<file path="src/rtl/teclado_scan_fifo_pkg.sv">
// Shared types and sizing helpers for the keypad scanner with key-code queue.
// KEY_RELEASE_EN (optional macro) adds a release flag as the key-code MSB.
package teclado_scan_fifo_pkg;

    typedef enum logic [1:0] {
        SCAN     = 2'd0,
        DEBOUNCE = 2'd1,
        HOLD     = 2'd2
    } scan_state_t;

    // Wide enough for the largest 8x8 matrix.
    localparam int MAX_CODE_W = 6;

    typedef struct packed {
        logic                  rel;
        logic [MAX_CODE_W-1:0] code;
    } key_evt_t;

`ifdef KEY_RELEASE_EN
    localparam bit REL_EN = 1'b1;
`else
    localparam bit REL_EN = 1'b0;
`endif

    function automatic int code_width(input int rows, input int cols);
        int n = rows * cols;
        return (n > 1) ? $clog2(n) : 1;
    endfunction

    function automatic int idx_width(input int n);
        return (n > 1) ? $clog2(n) : 1;
    endfunction

endpackage

</file>
<file path="src/rtl/teclado_scan_fifo_if.sv">
// Key-code output port: queue head with valid/ready, plus held/overflow status.
// Master drives the queue side, slave is the consumer.
interface teclado_scan_fifo_if #(
    parameter int KW = 4
);
    logic [KW-1:0] key_code;
    logic          key_valid;
    logic          key_ready;
    logic          key_held;
    logic          overflow;

    modport master (
        output key_code,
        output key_valid,
        output key_held,
        output overflow,
        input  key_ready
    );

    modport slave (
        input  key_code,
        input  key_valid,
        input  key_held,
        input  overflow,
        output key_ready
    );
endinterface

</file>
<file path="src/rtl/teclado_scan_fifo_fifo.sv">
// Synchronous FIFO with head read straight from storage; push visible one cycle later.
// Full push is dropped (overflow pulse next cycle) unless a pop happens in the same cycle.
module teclado_scan_fifo_fifo #(
    parameter int W     = 4,
    parameter int DEPTH = 8
) (
    input  logic         clk,
    input  logic         rst,
    input  logic         push_i,
    input  logic [W-1:0] push_dat_i,
    input  logic         pop_i,
    output logic [W-1:0] head_o,
    output logic         empty_o,
    output logic         overflow_o
);
    localparam int AW = (DEPTH > 1) ? $clog2(DEPTH) : 1;
    localparam int NW = $clog2(DEPTH + 1);

    logic [W-1:0]  mem_q [DEPTH];
    logic [AW-1:0] rd_q;
    logic [AW-1:0] wr_q;
    logic [NW-1:0] cnt_q;
    logic          ovf_q;
    logic          full;
    logic          do_pop;
    logic          do_push;

    assign empty_o = (cnt_q == '0);
    assign full    = (cnt_q == NW'(DEPTH));
    assign do_pop  = pop_i && !empty_o;
    // A pop frees the slot the same cycle, so a full queue still accepts the push.
    assign do_push = push_i && (!full || do_pop);

    always_ff @(posedge clk or posedge rst) begin
        if (rst) begin
            for (int i = 0; i < DEPTH; i++) begin
                mem_q[i] <= '0;
            end
            rd_q  <= '0;
            wr_q  <= '0;
            cnt_q <= '0;
            ovf_q <= 1'b0;
        end else begin
            if (do_push) begin
                mem_q[wr_q] <= push_dat_i;
                wr_q        <= wr_q + AW'(1);
            end
            if (do_pop) begin
                rd_q <= rd_q + AW'(1);
            end
            case ({do_push, do_pop})
                2'b10:   cnt_q <= cnt_q + NW'(1);
                2'b01:   cnt_q <= cnt_q - NW'(1);
                default: cnt_q <= cnt_q;
            endcase
            ovf_q <= push_i && full && !do_pop;
        end
    end

    assign head_o     = empty_o ? '0 : mem_q[rd_q];
    assign overflow_o = ovf_q;

endmodule

</file>
<file path="src/rtl/teclado_scan_fifo.sv">
// Keypad matrix scanner + debouncer feeding a key-code FIFO; rows pass a 2-flop synchroniser.
// Scanning never stalls on the consumer; KEY_RELEASE_EN also queues release events.
module teclado_scan_fifo
    import teclado_scan_fifo_pkg::*;
#(
    parameter int N_ROWS       = 4,
    parameter int N_COLS       = 4,
    parameter int SETTLE_CYC   = 270,
    parameter int DEBOUNCE_CYC = 270000,
    parameter int FIFO_DEPTH   = 8
) (
    input  logic                clk,
    input  logic                rst,
    input  logic [N_ROWS-1:0]   fil_i,
    output logic [N_COLS-1:0]   col_o,
    teclado_scan_fifo_if.master key_if
);
    localparam int CW      = code_width(N_ROWS, N_COLS);
    localparam int KW      = CW + (REL_EN ? 1 : 0);
    localparam int IW      = idx_width(N_COLS);
    localparam int RW      = idx_width(N_ROWS);
    localparam int CNT_MAX = (SETTLE_CYC > DEBOUNCE_CYC) ? SETTLE_CYC : DEBOUNCE_CYC;
    localparam int CNT_W   = $clog2(CNT_MAX + 1);

    localparam logic [CNT_W-1:0] SETTLE_LAST = CNT_W'(SETTLE_CYC - 1);
    localparam logic [CNT_W-1:0] DEB_LAST    = CNT_W'(DEBOUNCE_CYC - 1);
    localparam logic [IW-1:0]    LAST_COL    = IW'(N_COLS - 1);

    logic [N_ROWS-1:0] sync1_q;
    logic [N_ROWS-1:0] sync2_q;
    scan_state_t       state_q;
    logic [IW-1:0]     idx_q;
    logic [CNT_W-1:0]  cnt_q;
    logic [RW-1:0]     row_q;
    logic [CW-1:0]     code_q;
    logic              held_q;
    logic [N_COLS-1:0] col_q;

    logic              any_low;
    logic [RW-1:0]     first_row;
    logic              row_hi;
    logic              settle_done;
    logic              deb_done;
    logic [IW-1:0]     idx_nxt;
    logic [CW-1:0]     code_new;
    logic              push_vld;
    key_evt_t          push_evt;
    logic [KW-1:0]     push_dat;
    logic              fifo_empty;

    function automatic logic [N_COLS-1:0] col_drive(input logic [IW-1:0] i);
        logic [N_COLS-1:0] c;
        c    = '1;
        c[i] = 1'b0;
        return c;
    endfunction

    always_comb begin
        any_low   = 1'b0;
        first_row = '0;
        // Walk downwards so the lowest low row wins.
        for (int r = N_ROWS - 1; r >= 0; r--) begin
            if (!sync2_q[r]) begin
                any_low   = 1'b1;
                first_row = RW'(r);
            end
        end
        row_hi      = sync2_q[row_q];
        settle_done = (cnt_q == SETTLE_LAST);
        deb_done    = (cnt_q == DEB_LAST);
        idx_nxt     = (idx_q == LAST_COL) ? '0 : idx_q + IW'(1);
        code_new    = CW'(int'(first_row) * N_COLS + int'(idx_q));

        push_vld = 1'b0;
        push_evt = '0;
        if (state_q == DEBOUNCE && !row_hi && deb_done) begin
            push_vld      = 1'b1;
            push_evt.code = MAX_CODE_W'(code_q);
        end
`ifdef KEY_RELEASE_EN
        if (state_q == HOLD && row_hi && deb_done) begin
            push_vld      = 1'b1;
            push_evt.rel  = 1'b1;
            push_evt.code = MAX_CODE_W'(code_q);
        end
`endif
    end

`ifdef KEY_RELEASE_EN
    assign push_dat = {push_evt.rel, CW'(push_evt.code)};
`else
    assign push_dat = KW'(push_evt);
`endif

    always_ff @(posedge clk or posedge rst) begin
        if (rst) begin
            sync1_q <= '1;
            sync2_q <= '1;
            state_q <= SCAN;
            idx_q   <= '0;
            cnt_q   <= '0;
            row_q   <= '0;
            code_q  <= '0;
            held_q  <= 1'b0;
            col_q   <= '1;
        end else begin
            sync1_q <= fil_i;
            sync2_q <= sync1_q;
            // Later assignments in the case override this when the column advances.
            col_q   <= col_drive(idx_q);
            case (state_q)
                SCAN: begin
                    if (settle_done) begin
                        cnt_q <= '0;
                        if (any_low) begin
                            row_q   <= first_row;
                            code_q  <= code_new;
                            state_q <= DEBOUNCE;
                        end else begin
                            idx_q <= idx_nxt;
                            col_q <= col_drive(idx_nxt);
                        end
                    end else begin
                        cnt_q <= cnt_q + CNT_W'(1);
                    end
                end
                DEBOUNCE: begin
                    if (row_hi) begin
                        state_q <= SCAN;
                        cnt_q   <= '0;
                        idx_q   <= idx_nxt;
                        col_q   <= col_drive(idx_nxt);
                    end else if (deb_done) begin
                        state_q <= HOLD;
                        held_q  <= 1'b1;
                        cnt_q   <= '0;
                    end else begin
                        cnt_q <= cnt_q + CNT_W'(1);
                    end
                end
                HOLD: begin
                    if (!row_hi) begin
                        cnt_q <= '0;
                    end else if (deb_done) begin
                        state_q <= SCAN;
                        held_q  <= 1'b0;
                        cnt_q   <= '0;
                        idx_q   <= idx_nxt;
                        col_q   <= col_drive(idx_nxt);
                    end else begin
                        cnt_q <= cnt_q + CNT_W'(1);
                    end
                end
                default: begin
                    state_q <= SCAN;
                    cnt_q   <= '0;
                end
            endcase
        end
    end

    teclado_scan_fifo_fifo #(
        .W     (KW),
        .DEPTH (FIFO_DEPTH)
    ) u_fifo (
        .clk        (clk),
        .rst        (rst),
        .push_i     (push_vld),
        .push_dat_i (push_dat),
        .pop_i      (key_if.key_ready),
        .head_o     (key_if.key_code),
        .empty_o    (fifo_empty),
        .overflow_o (key_if.overflow)
    );

    assign col_o            = col_q;
    assign key_if.key_valid = !fifo_empty;
    assign key_if.key_held  = held_q;

endmodule
</file>
<file path="src/flat_wrapper.sv">
// flat-port wrapper written by rule: the top's interface ports become plain ports
module teclado_scan_fifo_flat import teclado_scan_fifo_pkg::*;
#(
    parameter int N_ROWS       = 4,
    parameter int N_COLS       = 4,
    parameter int SETTLE_CYC   = 270,
    parameter int DEBOUNCE_CYC = 270000,
    parameter int FIFO_DEPTH   = 8
)
  (clk, rst, fil_i, col_o, key_if_key_code, key_if_key_valid, key_if_key_held, key_if_overflow, key_if_key_ready);
  teclado_scan_fifo_if key_if_i ();
  input  logic clk;
  input  logic rst;
  input  logic [N_ROWS-1:0] fil_i;
  output logic [N_COLS-1:0] col_o;
  output wire logic [$bits(key_if_i.key_code)-1:0] key_if_key_code;
  output wire logic [$bits(key_if_i.key_valid)-1:0] key_if_key_valid;
  output wire logic [$bits(key_if_i.key_held)-1:0] key_if_key_held;
  output wire logic [$bits(key_if_i.overflow)-1:0] key_if_overflow;
  input wire logic [$bits(key_if_i.key_ready)-1:0] key_if_key_ready;
  assign key_if_key_code = key_if_i.key_code;
  assign key_if_key_valid = key_if_i.key_valid;
  assign key_if_key_held = key_if_i.key_held;
  assign key_if_overflow = key_if_i.overflow;
  assign key_if_i.key_ready = key_if_key_ready;
  teclado_scan_fifo #(.N_ROWS(N_ROWS), .N_COLS(N_COLS), .SETTLE_CYC(SETTLE_CYC), .DEBOUNCE_CYC(DEBOUNCE_CYC), .FIFO_DEPTH(FIFO_DEPTH)) u_core (.clk(clk), .rst(rst), .fil_i(fil_i), .col_o(col_o), .key_if(key_if_i));
endmodule
</file>
<file path="config.mk">
export PLATFORM = sky130hd
export DESIGN_NAME = teclado_scan_fifo_flat
export DESIGN_NICKNAME = d
export VERILOG_FILES = /design/src/rtl/teclado_scan_fifo_pkg.sv /design/src/rtl/teclado_scan_fifo_if.sv /design/src/rtl/teclado_scan_fifo_fifo.sv /design/src/rtl/teclado_scan_fifo.sv /design/src/flat_wrapper.sv
export SDC_FILE = /design/constraint.sdc
export NUM_CORES = 1
export LEC_CHECK = 0
export CELL_PAD_IN_SITES_DETAIL_PLACEMENT = 1
export CELL_PAD_IN_SITES_GLOBAL_PLACEMENT = 2
export CORE_MARGIN = 1
export CORE_UTILIZATION = 42
export CTS_CLUSTER_DIAMETER = 200
export CTS_CLUSTER_SIZE = 24
export DETAILED_ROUTE_END_ITERATION = 7
export GPL_ROUTABILITY_DRIVEN = 1
export GPL_TIMING_DRIVEN = 0
export HOLD_SLACK_MARGIN = 0.15
export PLACE_DENSITY = 0.83
export SLEW_MARGIN = 5
export SYNTH_ARGS = -nofsm -noshare
export SYNTH_HDL_FRONTEND = slang
export SYNTH_HIERARCHICAL = 1
export SYNTH_SLANG_ARGS = --single-unit
export TNS_END_PERCENT = 30
</file>
<file path="constraint.sdc">
create_clock -name clk -period 4 [get_ports clk]
set_clock_uncertainty 0.15 [all_clocks]
set_input_delay 1.2 -clock clk [delete_from_list [all_inputs] [get_ports clk]]
set_output_delay 1.2 -clock clk [all_outputs]
set_load 0.02 [all_outputs]
</file>
# Yosys cells after proc, flatten, opt, wreduce, memory -nomap -nowiden
# Cells that the tools add are included.
[totals]
regBits = 85
in_bits = 7
out_inout_bits = 11
wordCells = 134
[op_classes]
add_sub_neg = 7
magnitude_cmp = 8
eq_ne = 17
mux = 54
bitwise_logic = 4
n_reduce_logical = 23
[op_table]
columns = ["operator", "count"]
rows = [
  ["19-bit 2-to-1 mux", 4],
  ["19-bit one-hot mux with 3 select lines", 1],
  ["4-bit 2-to-1 mux", 10],
  ["32-bit bitwise mux", 1],
  ["2-bit 2-to-1 mux", 16],
  ["19-bit by 1-bit adder with 19-bit output (second input constant)", 1],
  ["19-bit equality test (second input constant)", 1],
  ["19-bit by 9-bit equality test with 1-bit output (second input constant)", 1],
  ["4-bit binary-select mux with 3-bit select", 1],
  ["4-bit demux with 3-bit select", 1],
  ["1-bit 2-to-1 mux", 12],
  ["2-bit by 1-bit inequality test with 1-bit output (second input constant)", 6],
  ["2-bit one-hot mux with 3 select lines", 2],
  ["4-bit one-hot mux with 3 select lines", 1],
  ["5-bit AND reduction", 2],
  ["1-bit logical AND", 9],
  ["2-bit by 3-bit < comparator with 1-bit output (second input constant)", 3],
  ["4-bit greater-or-equal comparator (second input constant)", 2],
  ["3-bit NOT with 4-bit output", 2],
  ["4-bit NOT", 2],
  ["4-bit one-hot mux with 2 select lines", 1],
  ["3-bit by 1-bit adder with 3-bit output (second input constant)", 2],
  ["2-bit equality test (second input constant)", 3],
  ["6-bit AND reduction", 1],
  ["20 further kinds", 28],
]

# Depth between registers and ports, before layout
[logic_depth]
ltp_word = 10
ltp_mapped = 12
depth_no_buf = 11

# By module
# The synthesis kept the hierarchy.
[by_module_without_submodules]
columns = ["module", "n_inst", "cells_per_inst", "area_each_um2", "seq_area_each_um2"]
rows = [
  ["teclado_scan_fifo_fifo", 1, 174, 2329.7, 1076.0],
  ["teclado_scan_fifo", 1, 173, 1943.1, 1016.0],
]

# Worst setup path before layout
# OpenSTA, ideal clock, no wires.
[synth_path]
path_kind = "input to register"
start = "in key_if_key_ready"
end = "reg u_core.u_fifo.cnt_q[3]"
setup_ps = 90
arrival_time_ps = 3081
t_required_ps = 3760
path_slack_ps = 679
path_stages = 7
path_buffers = 1
path_cell_list = "nand2b_1 -> o21ai_4 -> ha_1 -> clkbuf_1 -> or4b_2 -> a21o_1 -> o221ai_1"
[synth_between]
elab_chain_cells = 5
elab_cells_between_ends = 7
classes_between = "eq/ne (2); mux (1); reduce/logical (4)"
[synth_rtl]
columns = ["element", "line_no", "source"]
rows = [
  ["start: declaration", "flat_wrapper.sv:20", "input wire logic [$bits(key_if_i.key_ready)-1:0] key_if_key_ready;"],
  ["1-bit logical AND *", "teclado_scan_fifo_fifo.sv:30", "assign do_pop = pop_i && !empty_o;"],
  ["1-bit logical OR", "teclado_scan_fifo_fifo.sv:32", "assign do_push = push_i && (!full || do_pop);"],
  ["1-bit logical AND", "teclado_scan_fifo_fifo.sv:32", ""],
  ["2-bit by 1-bit equality test with 1-bit output or 2-bit equality test (tied branches)", "teclado_scan_fifo_fifo.sv:51", "case ({do_push, do_pop})"],
  ["4-bit one-hot mux with 2 select lines or 2-bit nonzero test (tied branches)", "-", ""],
  ["end signal: assignment", "teclado_scan_fifo_fifo.sv:52", "2'b10: cnt_q <= cnt_q + NW'(1);"],
  ["end signal: assignment", "teclado_scan_fifo_fifo.sv:53", "2'b01: cnt_q <= cnt_q - NW'(1);"],
  ["end signal: assignment", "teclado_scan_fifo_fifo.sv:54", "default: cnt_q <= cnt_q;"],
  ["end: declaration", "teclado_scan_fifo_fifo.sv:22", "logic [NW-1:0] cnt_q;"],
]
# Every way passes the cells marked *; elsewhere a longest branch is shown, timed or not.
# A chain may end at the register's enable or synchronous reset.

# Worst setup path after layout
[layout_path]
start = "reg u_core.u_fifo.cnt_q[0]"
end = "out key_if_key_code[2]"
[layout_between]
elab_chain_cells = 2
[layout_rtl]
columns = ["element", "line_no", "source"]
rows = [
  ["4-bit logical NOT", "teclado_scan_fifo_fifo.sv:28", "assign empty_o = (cnt_q == '0);"],
  ["via u_core.fifo_empty", "teclado_scan_fifo.sv:49", "logic fifo_empty;"],
  ["4-bit 2-to-1 mux", "teclado_scan_fifo_fifo.sv:60", "assign head_o = empty_o ? '0 : mem_q[rd_q];"],
  ["end: declaration", "flat_wrapper.sv:16", "output wire logic [$bits(key_if_i.key_code)-1:0] key_if_key_code;"],
]
# The timed path passes the listed nets, and every way through them passes these cells.

==> impl_results.md <==
- Status: finished, final reports clean
- Post-layout nets: 394
- Routed Antenna Nets: 0
- Register area: 2090 um2
- Hold WC Path Type: flop to flop
- Clock Latency Late Sink: 0.35 ns
- Post-synth EDFFs: 0
- Ys flop type: dfrtp_1
- H-Tree Depth: 3
- Post-CTS Hold Buffers: 0
- Number of buffers on the longest clock path: 2
- Seq/Total Area, Yosys: 49.0%
- Clk sink count: 83
- Share of the clock period used by the worst path: 94.6%
- Worst path max stage delay: 0.56 ns
- Slowest CP cell: clkdlybuf4s50_1
- Post-synth top cells: dfrtp_1, nor2_1, mux2_2, mux2i_1, inv_1
- Global-route wire length before repair: 14,400 um
- Min Tclk post-route: 3.78 ns
- Endpoint type of the worst setup path: output pin
- Busiest layer in global routing: met2
- DR WL/cell: 16.3 um
- Post-DR vias/cell: 5.28
- CTS tree: built
- Maxcap violations: 0
- CTS buffer count: 9
- Post-synth net total: 365
- Die Y: 103 um
- # IOs: 18
- Site Rows: 36
- Worst-Margin Slew: 0.827 ns
- Pwr Total: 1.53 mW
- DR iter-0 viols: 66
- Worst hold margin: 0.204 ns
- Top-count cell post-synth: dfrtp_1
- GPL Wtd Cong: 0.790
- Port Buffers: 17
- Initial antenna violation count: 0
- M2 GR Usage: 27.0%
- CP startpoint kind: flop
- Layout fillers: 1,098
- Largest area contributor in the netlist: dfrtp_1
- Area Overhead vs Synth: 13.3%
- Post-Synthesis Cell Area: 4270 um2
- PwrDens: 317 nW/um2
- Synth Register Bits: 83
- Kind of critical path: flop to output pin
- Clk slew on worst S/H paths: 0.08 ns
- CP Max Fanout: 9
- Pleak: 2.23 nW
- Via count: 2,712
- Die Wd: 103 um
- RSZ-0062 raised after global routing: no
- Met1 usage: 25.3%
- Max-slew headroom: 44.8%
- Drt pass-1 iters: 4
- Core Box Area: 9820 um2
- Mapped Avg Cell Area: 12.3 um2
- Area of the multi-input gates: 2060 um2
- Antenna cells: 0
- Met3 usage: 3.93%
- Overflow after GRT: 0
- Post-Synthesis Cells: 347
- GRT Total Usage: 17.9%
- Post-CTS Setup Bufs: 0
- Post-CTS sizing: 0
- Critical Path RT: 2.65 ns
- Kind of cell adding the most delay to the critical path: simple AND/OR/NAND/NOR gates
- DRC violation count after routing: 0
- Post-synth ARST share: 100%
- Final setup fails: 0
- Arr. time, crit path: 2.43 ns
- Initial cell density of the core: 43.5%
- Vias in the first global route: 2,830
- Ratio of cells with drive above 1 in the final layout: 25.5%
- Total routed wirelength: 8400 um
- VDD IR max: 0.000239 V
- Largest net degree at the start of global routing: 41
- Hpwl dp: 6040 um
- CP Cell Sequence: or3_1, buf_6, nor2_1, nor3_1, clkdlybuf4s50_1
- Yosys cell types: 60
- Pins Over Slew Limit: 0
- WP buf/inv: 2
- Clock Root Buffer: clkbuf_8
- Final hold viol count: 0
- Share of the synthesized area in the top cell type: 41.6%
- Area contributors post-synth: dfrtp_1, dfstp_2, mux2_2
- Max Clk Rate: 0.264 GHz
- Die area: 10,600 um2
- YS warnings: 6
where the power goes:
part	internal, mW	leakage [nW]	switching, mW
Combinational	0.00909	1.02	0.0198
Sequential	0.846	1.10	0.00237
Clock	0.354	0.101	0.303
Total	1.21	2.23	0.325
area by class of cell:
| type | instances | area share [%] |
|---|---|---|
| Timing Repair Buffer | 18 | 3.93 |
| Buffer | 11 | 1.55 |
| Sequential cell | 83 | 43.2 |
| Clock buffer | 12 | 2.79 |
| Multi-Input combinational cell | 240 | 42.5 |
| Tap cell | 133 | 3.44 |
| Inverter | 13 | 1.01 |
| Clock inverter | 4 | 1.58 |
registers in the layout, summed over array words and instances, names as in the netlist:
register and flops:
u_core/u_fifo/overflow_o 1, u_core/row_q 2, u_core/key_if.key_held 1, u_core/u_fifo/rd_q 3, u_core/u_fifo/cnt_q 4, u_core/u_fifo/wr_q 3, u_core/sync1_q 4, u_core/state_q 2
u_core/col_o 4, u_core/sync2_q 4, u_core/u_fifo/mem_q 32, u_core/code_q 2, u_core/idx_q 2, u_core/cnt_q 19
worst paths after layout:
kind | depth (start not counted) | startpoint | end | slack (ns)
max | 5 | u_core/u_fifo/cnt_q[0] | key_if_key_code[2] | 0.22
min | 0 | u_core/sync1_q[0] | u_core/sync2_q[0] | 0.20
max reg2reg | 11 | u_core/cnt_q[15] | u_core/u_fifo/cnt_q[3] | 0.31
min reg2reg | 0 | u_core/sync1_q[0] | u_core/sync2_q[0] | 0.20
max in group asynchronous | 2 | rst | u_core/row_q[1] | 1.94
min in group asynchronous | 2 | rst | u_core/u_fifo/wr_q[1] | 0.98
stage by stage:
stage / util [%] / setup slack [ns] / cells / setup TNS [ns] / area (um2)
2_1_floorplan: - / 0.679 / 347 / 0 / 4270
3_3_place_gp: 46.9 / -0.00689 / 497 / -0.00689 / 4610
3_5_place_dp: 47.1 / -0.0442 / 498 / -0.0442 / 4630
4_1_cts: 49.3 / 0.140 / 514 / 0 / 4840
5_1_grt: 49.3 / 0.0163 / 514 / 0 / 4840
6_report: 49.3 / 0.216 / 514 / 0 / 4840
worst register-to-register path, delay by kind of cell (launching register included):
kind                     cells  cell delay, ns
buffers and inverters        2            0.41
AO/OA/AOI/OAI                3            0.34
flip-flops                   1            0.44
AND/OR/NAND/NOR              5            1.97
adder cells (fa/ha/maj)      1            0.29
metal layers:
layer  routed length, um  vias to the layer above
li1                    -                     1299
met1                4280                     1385
met2                3860                       20
met3                 174                        8
met4                  77                        0
met5                   0                        -
cells by family after synthesis:
logic type                 after synthesis  synth area share [%]
AOI/OAI and AO/OA                       37                  7.53
muxes                                   62                  17.2
DFF                                     83                  49.0
xor gates and xnor gates                24                  4.92
and+or+nand+nor                        106                  15.2
adders and majority gates               11                  3.22
buffers and inverters                   24                  2.90
layout by cell type, fill, tap and decap left out, drive strengths merged, types with 2 or more instances in the layout:
master / n
a21oi: 5
a22o: 4
and3: 8
and4bb: 3
buf: 8
bufinv: 2
clkbuf: 16
clkdlybuf4s50: 17
dfrtp: 71
dfstp: 12
ha: 11
inv: 13
mux2: 47
mux2i: 14
nand2: 11
nand2b: 3
nand3: 7
nand3b: 2
nand4: 8
nand4b: 3
nor2: 30
nor2b: 4
nor3: 9
nor4: 5
nor4b: 2
o211ai: 2
o21a: 2
o21ai: 11
o22ai: 4
or3: 2
or4: 2
xnor2: 12
xor2: 12
(Power assumes the default switching activity.)
==> RTL edit 1: new RTL, config.mk and constraints unchanged <==
The package constant `MAX_CODE_W` goes from 6 to 3.
--- a/src/rtl/teclado_scan_fifo_pkg.sv
+++ b/src/rtl/teclado_scan_fifo_pkg.sv
@@ -11,3 +11,3 @@
     // Wide enough for the largest 8x8 matrix.
-    localparam int MAX_CODE_W = 6;
+    localparam int MAX_CODE_W = 3;
 
Behaviour: no difference found for any inputs over 10 cycles, from zero or initial values and one cycle with rst high; that may be too few to reach the edited logic, so the function may still have changed.
==> RTL edit 1 against the original RTL <==
- sequential cell count is the same
- first-iteration DRC count shrank 38%
- via count is 1.2% lower
- power fell by 3.2%
- area after synthesis shrank 0.97%
- routed wire length increased by 0.99%
- count of clock-buffer cells in the layout increased by 2
- setup slack got worse by 0.047 ns
- cell area is 0.57% lower
- largest cell class unchanged
- largest power group unchanged
==> RTL edit 1: results (changes against the original RTL) <==
initial antenna violation count 0 (unchanged); status completed (unchanged); IR drop worst, VDD 0.000224 V (was 0.000239 V); ys flop type dfrtp_1 (unchanged); sequential-to-total area share from yosys stat 0.494 (was 0.490); Nets 395 (was 394); first-pass GRT wire length 14300 um (was 14400 um); Max clock buf depth 2 (unchanged); Top Registers u_core/u_fifo/mem_q x32, u_core/cnt_q x19 (unchanged); post-synthesis cell type count 61 (was 60); CP startpoint u_core/cnt_q[6] (was u_core/u_fifo/cnt_q[0]); Resize count post-CTS 0 (unchanged); largest net degree at the start of global routing 41 (unchanged); Post-CTS Setup Repair Bufs 0 (unchanged); Crit-path slowest cell or4b_2 (was clkdlybuf4s50_1); Port Buffers 17 (unchanged); routed length per instance 16.5 um (was 16.3 um); normalized max-slew margin 0.430 (was 0.448); Post-synth top cells dfrtp_1 (71), mux2_2 (28), nor2_1 (28), mux2i_1 (14), nand2_1 (13) (was dfrtp_1 (71), nor2_1 (30), mux2_2 (28), mux2i_1 (14), inv_1 (13)); Yosys Warn Count 6 (unchanged); vias in the first global route 2992 (was 2830); CTS root buffer clkbuf_8 (unchanged); All-Layer GR Usage 0.179 (about the same); GPL Wtd Cong 0.762 (was 0.790); clock latency on the worst-skew pair 0.35 ns (about the same); H-tree Lvls 3 (unchanged); Lkg Pwr 2.24 nW (was 2.23 nW); Setup Slack @ Placement -0.113 ns (was -0.0442 ns); via count 2680 (was 2712); Post-CTS Hold Fix Bufs 0 (unchanged); CTS Buf Count 9 (unchanged); Worst Hold Class flip-flop to flip-flop (unchanged); dpl hpwl 6100 um (was 6040 um); crit path DAT 3.95 ns (was 2.43 ns); ratio of cells with drive above 1 in the final layout 0.257 (was 0.255); antenna fix cells 0 (unchanged); Critical Path Fanout Max 10 (was 9); clock-pin transition on the worst setup and hold timing paths ~0.09 ns; HP Start u_core/sync1_q[1] (was u_core/sync1_q[0]); Synth async-reset ratio 1.00 (unchanged); initial DRC count 41 (was 66); top cells by area, synth dfrtp_1 (42%), dfstp_2 (7.5%), mux2_2 (7.5%) (was dfrtp_1 (42%), dfstp_2 (7.4%), mux2_2 (7.4%)); setup violators final 0 (unchanged); First-pass DRT Iterations 3 (was 4); slowest stage delay, CP 0.71 ns (was 0.56 ns)
==> RTL edit 1: changes by cell type after synthesis, moves of 2 or more <==
cell / before / now
and3_1: 8 / 3
nor4_1: 2 / 4
nor2_1: 30 / 28
inv_1: 13 / 11
nand2_1: 10 / 13
and2_1: 1 / 3
nand4_1: 8 / 6
a21o_1: 1 / 3
o21ai_0: 4 / 1
nor3_2: 3 / 1
==> RTL edit 1: kinds of logic after synthesis <==
| family | Yosys count | synth area share |
|---|---|---|
| xor+xnor | 24 | 0.0497 |
| fa+ha+maj | 11 | 0.0325 |
| mux | 62 | 0.174 |
| compound gates | 35 | 0.0757 |
| simple gates | 104 | 0.148 |
| flops | 83 | 0.494 |
| other cells | 1 | 0.000886 |
| buf+inv | 21 | 0.0248 |
==> RTL edit 1: final timing paths <==
kind | end | slack (ns) | cells after the start
max in group asynchronous | u_core/idx_q[0] | 1.93 | 2
setup / recovery | u_core/u_fifo/cnt_q[3] | 0.17 | 11
setup reg to reg | u_core/u_fifo/cnt_q[3] | 0.17 | 11
hold / removal | u_core/sync2_q[1] | 0.21 | 0
hold reg to reg | u_core/sync2_q[1] | 0.21 | 0
min in group asynchronous | u_core/u_fifo/mem_q[26] | 1.02 | 2
==> RTL edit 1: power by group <==
group / internal, mW / switching (mW) / total [mW]
logic: 0.0111 / 0.0211 / 0.0322
clock network: 0.297 / 0.305 / 0.602
registers: 0.848 / 0.00313 / 0.851
==> RTL edit 1: through the flow <==
stage	cells	setup TNS (ns)	instance area, um2
6_report	515	0	4810
5_1_grt	515	0	4810
3_3_place_gp	498	-0.0174	4590
3_5_place_dp	499	-0.113	4610
2_1_floorplan	348	0	4260
4_1_cts	515	0	4810
==> RTL edit 1: worst max-delay path, delay by kind of cell (launching register included) <==
family,cells,cell delay (ns)
and+or+nand+nor,5,2.02
buffers and inverters,2,0.47
DFF,1,0.46
AOI/OAI and AO/OA,3,0.36
adders and majority gates,1,0.29
==> RTL edit 1: layout make-up <==
| type | count | area [um2] |
|---|---|---|
| fill | 1047 | 4960 |
| inverter | 11 | 41.3 |
| buffer | 10 | 63.8 |
| sequential | 83 | 2090 |
| clock inverter | 2 | 16.3 |
| multi-input combinational | 244 | 2060 |
| clock buffer | 14 | 183 |
| tap | 133 | 166 |
| timing repair buffer | 18 | 190 |
==> RTL edit 1: layer usage <==
layer | track usage | vias up | routed length, um
met4 | 0.0571 | 0 | 114
met2 | 0.318 | 26 | 4420
met3 | 0.0369 | 13 | 144
met1 | 0.218 | 1362 | 3800
met5 | 0 | - | 0
li1 | - | 1279 | -
==> RTL edit 2: new RTL, config.mk and constraints unchanged <==
Without the edit above. Make the reset (`rst`) synchronous in 2 clocked blocks.
--- a/src/rtl/teclado_scan_fifo_fifo.sv
+++ b/src/rtl/teclado_scan_fifo_fifo.sv
@@ -33,3 +33,3 @@
 
-    always_ff @(posedge clk or posedge rst) begin
+    always_ff @(posedge clk) begin
         if (rst) begin
--- a/src/rtl/teclado_scan_fifo.sv
+++ b/src/rtl/teclado_scan_fifo.sv
@@ -94,3 +94,3 @@
 
-    always_ff @(posedge clk or posedge rst) begin
+    always_ff @(posedge clk) begin
         if (rst) begin
Check against the original RTL: differs if rst is asserted again (counterexample within 4 cycles, from zero or initial values and one cycle with rst high); with rst held inactive, the same outputs for 10 cycles.
==> RTL edit 2 against the original RTL <==
- cell area down 4.2%
- cell count up 7.6%
- routed wire length up 2.8%
- core utilization about the same
- setup slack better by 0.18 ns
- sequential cell count up 3
- area after synthesis down 3.0%
- worst hold slack better by 0.061 ns
- critical path type unchanged
- largest cell class unchanged
Power is not compared: it rests on default switching activity, and its combinational part moved more than twofold at a synthesized area within 25%.
==> RTL edit 2: results (changes against the original RTL) <==
largest net degree at the start of global routing 15 (was 41); most common cell in the netlist nor2_1 (was dfrtp_1); routed length per instance 15.6 um (was 16.3 um); dpl hpwl 6480 um (was 6040 um); Synth async-reset ratio 0 (was 1.00); Final Hold Slack 0.265 ns (was 0.204 ns); Critical R2R Capture u_core/u_fifo/mem_q[2][1] (was u_core/u_fifo/cnt_q[3]); measured slew at the worst slew-check pin 0.761 ns (was 0.827 ns); syn nets 408 (was 365); Post-synth top cells nor2_1 (85), dfxtp_1 (54), edfxtp_1 (32), nand2_1 (25) (was dfrtp_1 (71), nor2_1 (30), mux2_2 (28), mux2i_1 (14), inv_1 (13)); Crit-path slowest cell mux4_2 (was clkdlybuf4s50_1); CTS root buffer clkbuf_8 (unchanged); slowest stage delay, CP 0.56 ns (about the same); first-pass GRT wire length 14300 um (was 14400 um); top cells by area, synth dfxtp_1 (26%), edfxtp_1 (23%), nor2_1 (7.7%) (was dfrtp_1 (42%), dfstp_2 (7.4%), mux2_2 (7.4%)); Hold Path Sink u_core/sync2_q[2] (was u_core/sync2_q[0]); clock-pin transition on the worst setup and hold timing paths 0.09 ns; pwr dens ~410 mW/mm2; All-Layer GR Usage 0.183 (was 0.179); HP Start u_core/sync1_q[2] (was u_core/sync1_q[0]); hold path cells 1 (was 0); Max clock buf depth 2 (unchanged); cells on worst reg2reg path 10 (was 11); Port Buffers 16 (was 17); H-tree Lvls 3 (unchanged); ys flop type dfxtp_1 (was dfrtp_1); via count 2865 (was 2712); status completed (unchanged); vias in the first global route 2837 (was 2830); IR drop worst, VDD 0.000227 V; antenna fix cells 0 (unchanged); Worst Hold Class flip-flop to flip-flop (unchanged); Critical Path Fanout Max 8 (was 9); post-synthesis cell type count 67 (was 60); critical path's top delay family buffers and inverters (was simple AND/OR/NAND/NOR gates); sequential-to-total area share from yosys stat 0.493 (was 0.490); ratio of cells with drive above 1 in the final layout 0.149 (was 0.255); initial DRC count 101 (was 66); initial antenna violation count 0 (unchanged); R2R Setup Slk 0.45 ns (was 0.31 ns); launching point of the worst reg2reg path u_core/cnt_q[0] (was u_core/cnt_q[15]); Setup Slack @ Placement 0.266 ns (was -0.0442 ns); GPL Wtd Cong 0.780 (was 0.790); crit path DAT 2.25 ns (was 2.43 ns); Nets 435 (was 394); EDFF count, synth 32 (was 0)
-- RTL edit 2: cell types whose count changed after synthesis, sizes merged, moves of 5 or more --
cell | unedited run | this run
and3 | 8 | 2
buf | 7 | 12
dfrtp | 71 | 0
dfstp | 12 | 0
dfxtp | 0 | 54
edfxtp | 0 | 32
mux2 | 47 | 1
mux4 | 1 | 9
nand2 | 11 | 25
nor2 | 30 | 85
o21ai | 11 | 3
o21bai | 1 | 8
or2 | 1 | 10
-- RTL edit 2: routing by layer --
layer | share of wire | global-route usage | wire (um)
met1 | 0.47 | 0.236 | 4040
met2 | 0.50 | 0.311 | 4320
met3 | 0.021 | 0.0373 | 185
met4 | 0.010 | 0.0569 | 86
met5 | 0 | 0 | 0
-- RTL edit 2: report_power, final --
| group | internal (mW) | switching (mW) | leakage, nW |
|---|---|---|---|
| Combinational | 0.183 | 0.220 | 0.770 |
| Clock | 0.221 | 0.310 | 0.0859 |
| Sequential | 0.949 | 0.0196 | 0.742 |
-- RTL edit 2: cell type report --
class                      instances  area (um2)
buffer                            21         150
clock buffer                       9         124
clock inverter                     7        38.8
fill                            1051        4780
inverter                          11        41.3
multi-input combinational        274        1920
sequential                        86        2040
tap                              129         161
timing repair buffer              16         160
-- RTL edit 2: how the worst max path moves through the flow --
| stage | startpoint | endpoint | slack, ns | depth (start not counted) |
|---|---|---|---|---|
| after global routing | u_core/cnt_q[0] | u_core/u_fifo/cnt_q[2] | 0.17 | 14 |
| final | flip-flop | key_if_key_code[3] | 0.40 | 5 |
| after CTS | u_core/cnt_q[14] | u_core/u_fifo/mem_q[5][2] | 0.25 | 9 |
| after detailed placement | u_core/cnt_q[0] | u_core/u_fifo/mem_q[5][0] | 0.27 | 10 |
| after global placement | u_core/cnt_q[14] | u_core/u_fifo/mem_q[5][0] | 0.33 | 9 |
| after floorplan | u_core/cnt_q[14] | u_core/u_fifo/mem_q[2][0] | 0.77 | 9 |
-- RTL edit 2: logic make-up after synthesis --
| family | share of synthesized area |
|---|---|
| DFF | 0.493 |
| muxes | 0.0815 |
| adders and majority gates | 0.0272 |
| and+or+nand+nor | 0.223 |
| xor gates and xnor gates | 0.0507 |
| AOI/OAI and AO/OA | 0.0791 |
| buffers and inverters | 0.0462 |
-- RTL edit 2: through the flow --
step           cell area, um2  instances
3_5_place_dp             4470        537
3_3_place_gp             4470        537
6_report                 4640        553
2_1_floorplan            4150        392
4_1_cts                  4630        553
5_1_grt                  4640        553
-- RTL edit 2: repair_timing --
action / 4_1_cts / 5_1_grt
gates resized for setup: 0 / 1
endpoints found under the setup margin: 0 / 2
endpoints found under the hold margin: 0 / 0
